<file path="config.mk">
export PLATFORM = sky130hd
export DESIGN_NAME = pc_fetch_stage
export DESIGN_NICKNAME = d
export VERILOG_FILES = /design/src/rtl/cpu_pkg.sv /design/src/rtl/fetch_fifo.sv /design/src/rtl/pc_fetch_stage.sv
export SDC_FILE = /design/constraint.sdc
export NUM_CORES = 1
export LEC_CHECK = 0
export BUFFER_PORTS_ARGS = -buffer_cell sky130_fd_sc_hd__buf_2
export CELL_PAD_IN_SITES_DETAIL_PLACEMENT = 0
export CELL_PAD_IN_SITES_GLOBAL_PLACEMENT = 1
export CORE_AREA = 3 3 136 138
export DETAILED_ROUTE_END_ITERATION = 10
export DIE_AREA = 0 0 139 141
export GPL_TIMING_DRIVEN = 0
export PLACE_DENSITY = 0.87
export SYNTH_ARGS = -nofsm -noshare
export SYNTH_HDL_FRONTEND = slang
export SYNTH_SLANG_ARGS = --single-unit
</file>
<file path="constraint.sdc">
create_clock -name clk -period 12.2 [get_ports clk]
set_input_delay 1.22 -clock clk [delete_from_list [all_inputs] [get_ports clk]]
set_output_delay 1.22 -clock clk [all_outputs]
set_load 0.02 [all_outputs]
</file>
<file path="src/rtl/cpu_pkg.sv">
// Shared types and constants for the CPU front end.
// Fetch entries carry the instruction together with its PC.
package cpu_pkg;

    localparam int          INSTR_W      = 32;
    localparam logic [31:0] PC_STEP      = 32'd4;
    localparam logic [31:0] RESET_PC_DEF = 32'h0000_0000;
    localparam logic [31:0] NOP_INSTR    = 32'h0000_0000;

    typedef struct packed {
        logic [31:0]        pc;
        logic [INSTR_W-1:0] instr;
    } fetch_entry_t;

    function automatic logic [31:0] pc_next(input logic [31:0] pc);
        return pc + PC_STEP;
    endfunction

    function automatic logic [31:0] pc_align(input logic [31:0] pc);
        return pc & ~32'h0000_0003;
    endfunction

endpackage

</file>
<file path="src/rtl/fetch_fifo.sv">
// Fetch buffer: DEPTH entries of {pc, instr}, flush has priority.
// Head reads as zero whenever the buffer is empty.
module fetch_fifo
    import cpu_pkg::*;
#(
    parameter int DEPTH = 2
) (
    input  logic                       clk,
    input  logic                       rst_n,
    input  logic                       flush,
    input  logic                       push,
    input  fetch_entry_t               push_data,
    input  logic                       pop,
    output logic [$clog2(DEPTH+1)-1:0] occ,
    output logic                       head_valid,
    output fetch_entry_t               head_data
);

    localparam int AW = $clog2(DEPTH);
    localparam int CW = $clog2(DEPTH+1);

    fetch_entry_t    mem [DEPTH];
    logic [AW-1:0]   wr_ptr;
    logic [AW-1:0]   rd_ptr;
    logic [CW-1:0]   occ_q;
    logic            do_pop;
    logic            do_push;

    assign do_pop  = pop && (occ_q != '0) && !flush;
    assign do_push = push && !flush;

    always_ff @(posedge clk) begin
        if (!rst_n || flush) begin
            wr_ptr <= '0;
            rd_ptr <= '0;
            occ_q  <= '0;
        end else begin
            if (do_push) begin
                wr_ptr <= wr_ptr + AW'(1);
            end
            if (do_pop) begin
                rd_ptr <= rd_ptr + AW'(1);
            end
            case ({do_push, do_pop})
                2'b10:   occ_q <= occ_q + CW'(1);
                2'b01:   occ_q <= occ_q - CW'(1);
                default: occ_q <= occ_q;
            endcase
        end
    end

    // Storage needs no reset: an empty buffer never exposes it.
    always_ff @(posedge clk) begin
        if (do_push) begin
            mem[wr_ptr] <= push_data;
        end
    end

    assign occ        = occ_q;
    assign head_valid = (occ_q != '0);
    assign head_data  = head_valid ? mem[rd_ptr] : '0;

endmodule

</file>
<file path="src/rtl/pc_fetch_stage.sv">
// Instruction fetch front end: PC, credit-limited memory requests,
// in-order response buffering and redirect flush of stale responses.
module pc_fetch_stage
    import cpu_pkg::*;
#(
    parameter logic [31:0] RESET_PC = RESET_PC_DEF,
    parameter int          DEPTH    = 2
) (
    input  logic               clk,
    input  logic               rst_n,
    output logic               imem_req_valid,
    output logic [31:0]        imem_req_addr,
    input  logic               imem_req_ready,
    input  logic               imem_rsp_valid,
    input  logic [INSTR_W-1:0] imem_rsp_data,
    output logic               instr_valid,
    output logic [INSTR_W-1:0] instr,
    output logic [31:0]        instr_pc,
    input  logic               instr_ready,
    input  logic               redirect_valid,
    input  logic [31:0]        redirect_pc,
    output logic               rsp_err
);

    localparam int             CW      = $clog2(DEPTH+1);
    localparam logic [CW:0]    DEPTH_X = (CW+1)'(DEPTH);

    logic [31:0]   fetch_pc;
    logic [CW-1:0] inflight;
    logic [CW-1:0] discard;
    logic [CW-1:0] occ;
    logic          run_q;
    logic          rsp_err_q;

    logic [CW:0]   outstanding;
    logic [CW:0]   stale;
    logic [CW:0]   stale_left;
    logic          has_credit;
    logic          req_fire;
    logic          rsp_drop;
    logic          rsp_push;
    logic          rsp_orphan;
    logic          fifo_pop;
    logic [31:0]   oldest_pc;
    fetch_entry_t  push_entry;
    fetch_entry_t  head;

    assign outstanding = {1'b0, occ} + {1'b0, inflight};
    assign has_credit  = (outstanding < DEPTH_X);

    // run_q delays the first request to the cycle after reset is released.
    assign imem_req_valid = rst_n && run_q && has_credit
                         && (discard == '0) && !redirect_valid;
    assign imem_req_addr  = fetch_pc;

    assign req_fire   = imem_req_valid && imem_req_ready;
    assign rsp_drop   = imem_rsp_valid && (discard != '0);
    assign rsp_push   = imem_rsp_valid && (discard == '0)
                     && (inflight != '0) && !redirect_valid;
    assign rsp_orphan = imem_rsp_valid && (discard == '0)
                     && (inflight == '0);

    // The oldest live request sits inflight words behind fetch_pc.
    assign oldest_pc  = fetch_pc - ({{(32-CW){1'b0}}, inflight} << 2);
    assign push_entry = '{pc: oldest_pc, instr: imem_rsp_data};

    assign stale      = {1'b0, discard} + {1'b0, inflight};
    assign stale_left = (imem_rsp_valid && (stale != '0))
                      ? stale - (CW+1)'(1) : stale;

    assign fifo_pop = instr_valid && instr_ready && !redirect_valid;

    always_ff @(posedge clk) begin
        if (!rst_n) begin
            fetch_pc  <= RESET_PC;
            inflight  <= '0;
            discard   <= '0;
            rsp_err_q <= 1'b0;
            run_q     <= 1'b0;
        end else begin
            run_q <= 1'b1;
            if (rsp_orphan) begin
                rsp_err_q <= 1'b1;
            end
            if (redirect_valid) begin
                fetch_pc <= pc_align(redirect_pc);
                inflight <= '0;
                discard  <= CW'(stale_left);
            end else begin
                if (req_fire) begin
                    fetch_pc <= pc_next(fetch_pc);
                end
                if (rsp_drop) begin
                    discard <= discard - CW'(1);
                end
                case ({req_fire, rsp_push})
                    2'b10:   inflight <= inflight + CW'(1);
                    2'b01:   inflight <= inflight - CW'(1);
                    default: inflight <= inflight;
                endcase
            end
        end
    end

    fetch_fifo #(
        .DEPTH(DEPTH)
    ) u_fifo (
        .clk       (clk),
        .rst_n     (rst_n),
        .flush     (redirect_valid),
        .push      (rsp_push),
        .push_data (push_entry),
        .pop       (fifo_pop),
        .occ       (occ),
        .head_valid(instr_valid),
        .head_data (head)
    );

    assign instr    = head.instr;
    assign instr_pc = head.pc;
    assign rsp_err  = rsp_err_q;

endmodule

</file>
==> impl_metrics.yaml <==
status:
  status: "complete, no violations"
sta:
  fin_setup_tns_ps: 0
  clock_skew_ps: 12.7
  tightest_slew_ps: 1060
  final.period_utilization_pct: 32.3
  slew_headroom_pct: 29.4
  setup_viol: 0
  whs_ps: 498
  fmax_mhz: 253
  min_period_ps: 3950
  setup_slack_ps: 8250
  hold_violations: 0
  report.final.slew_viol_count: 0
  rsz0062_at_grt: "no"
route:
  wire_per_inst_um: 17.3
  num_vias: 6009
  drt_iter0_drc: 369
  viasPerCell: 5.42
  wl_um: 19100
  first_pass_iters: 6
  final_antenna_net_count: 0
  drcViolationCount: 0
setup_path:
  worstPathRequired_ps: 10980
  worst-path-buf-inv: 4
  reg2reg_depth: 7
  crit_slowest_cell: "clkbuf_1"
  worstSetupPathType: "input pin to output pin"
  end_kind: "output pin"
  worst_path_largest_cell_delay_ps: 450
  cp.depth: 6
  cp_max_fo: 10
  cp_top_family: "buffers and inverters"
  arrival_ps: 2730
  start_kind: "input pin"
  cp_cell_sequence: "buf_2, inv_1, clkbuf_1, nand2_1, nor2_1, buf_2"
  crit_path_frequent_cell: "buf_2"
global_routing:
  grt_max_degree: 63
  busiest_layer: "met2"
  met2_usage_pct: 31.7
  grtUsageMet3_pct: 4.34
  overflow: 0
  grt_pass1_vias: 5689
  grt_pass1_wl_um: 30200
  antenna_found_initial: 0
  grtUsageTotal_pct: 19.4
  gr-usage-met1_pct: 26.3
placement:
  detailedPlace.worstSlack_ps: 8280
  hpwl_um: 13900
  routabilityCongestion: 0.963
  port_buffers: 162
  place_area_um2: 9060
  placed_cells: 1077
clock_network:
  clkLatencyLatePin_ps: 410
  cts.sinks: 165
  cts-root-buf: "clkbuf_16"
  clk_pin_slew_ps: 70
  cts_max_path_buffers: 2
  postCtsSetupBuffers: 0
  tritoncts: "built"
  htree_levels: 4
  cts_hold_buf: 0
  post_cts_resized: 0
  cts_buffers: 17
yosys:
  synth_area_um2: 7920
  synthFlopType: "edfxtp_1"
  syn-instance-count: 686
  synthArstFlopShare_pct: 0
  avgSynthCellArea_um2: 11.5
  ys_types: 63
  ys_ff_latch: 165
  yosysWarnings: 0
  synth-seq-area-share_pct: 57.4
  synth-edff-count: 124
cells_and_area:
  fillCellCount: 1539
  area_growth_pct: 21.0
  multi_input_area_um2: 3080
  regArea_um2: 4540
  final_common_cell: "buf_2"
  final_core_util_pct: 55.4
  finalInstanceArea_um2: 9590
  final_cells: 1108
  layout_common_cells: "172 x buf_2, 124 x edfxtp_1, 98 x nor2_1, 62 x mux2i_1, 41 x dfxtp_1"
  layout.nets: 952
  drive_above_1_share_pct: 25.9
  diodes: 0
pwr:
  power.density_nw_per_um2: 126
  p_sw_mw: 0.293
  comb_power_share_pct: 9.3
  ir_drop_v: 0.0000953
  intPower_mw: 0.916
  power_mw: 1.21
  p_seq_share_pct: 51.5
  power_frac_clock_pct: 39.2
  leakagePower_nw: 3.52
  switching_share_pct: 24.3
floorplanning:
  num_io_pins: 169
  die_width_um: 139
  num_rows: 48
  initial_core_util_pct: 45.8
  coreArea_um2: 17300
  die_h_um: 141
  die_area_um2: 19600
min_path:
  hold_path_class: "register to register"
  whs_path_depth: 2
job:
  maxCapViolCount: 0
worst paths after layout:
path                                      from                 to  slack [ps]
worst max register to register     inflight[0]  imem_req_addr[18]        9220
worst min-delay path                   rsp_err            rsp_err         500
worst max-delay path            redirect_valid     imem_req_valid        8250
worst min register to register         rsp_err            rsp_err         500
routing by layer:
metal / vias to the layer above / part of all wire, %
met5: - / 0
met4: 0 / 1.5
met3: 22 / 7.9
met2: 297 / 47
met1: 2779 / 43
li1: 2911 / -
cells in the mapped netlist, types with 3 or more instances:
cell	number	area share, %
a211oi_1	8	0.76
a21oi_1	11	0.69
a311oi_1	4	0.44
a31oi_1	10	0.79
and2_1	3	0.24
and3_1	4	0.32
and4_1	5	0.55
buf_1	3	0.14
buf_2	10	0.63
buf_4	4	0.38
clkbuf_1	33	1.6
dfxtp_1	41	10
edfxtp_1	124	47
fa_1	3	0.76
ha_1	8	1.3
inv_1	18	0.85
mux2i_1	62	7.8
nand2_1	32	1.5
nand2b_1	4	0.32
nand3_1	16	1.0
nand4_1	17	1.3
nand4b_1	3	0.33
nor2_1	99	4.7
nor3_1	9	0.57
nor4_1	17	1.3
o211ai_1	5	0.47
o21ai_0	18	1.1
o311a_1	3	0.38
o31a_1	4	0.44
o31ai_1	7	0.66
or2_2	3	0.24
or3_1	8	0.63
or4_1	15	1.4
or4_4	3	0.43
xnor2_1	25	2.8
xor2_1	15	1.7
tightest hold or removal path, stage by stage, from the launching register on:
cell     delay, ps
dfxtp_1        340
a31oi_1         50
nor2_1          80
sequential cells by signal, indices dropped and copies added (netlist names), named ones only:
register / cells
inflight: 2
discard: 2
u_fifo.occ: 2
rsp_err: 1
run_q: 1
u_fifo.wr_ptr: 1
u_fifo.rd_ptr: 1
imem_req_addr: 30
u_fifo.mem: 124
cell families after synthesis:
| kind of cell | share of synthesized area (%) |
|---|---|
| other | 0.0473 |
| adders and majority gates | 2.02 |
| xor gates and xnor gates | 4.42 |
| and+or+nand+nor | 17.2 |
| DFF | 57.4 |
| AOI/OAI and AO/OA | 6.93 |
| buffers and inverters | 4.09 |
| muxes | 7.98 |
power groups by stage:
stage	clock network [mW]	registers, mW	logic (mW)
final	0.475	0.623	0.112
after global routing	0.514	0.624	0.123
after CTS	0.488	0.623	0.112
after detailed placement	0	0.635	0.111
after global placement	0	0.635	0.109
after floorplan	0	0.641	0.0628
final cells by class:
class	instances	area share, %
buffer	54	2.67
clock buffer	18	4.48
clock inverter	13	1.08
inverter	18	0.705
multi-input combinational	452	32.1
sequential	165	47.4
tap	225	2.94
timing repair buffer	163	8.66
Note: power is estimated with default switching activity, not from simulation.
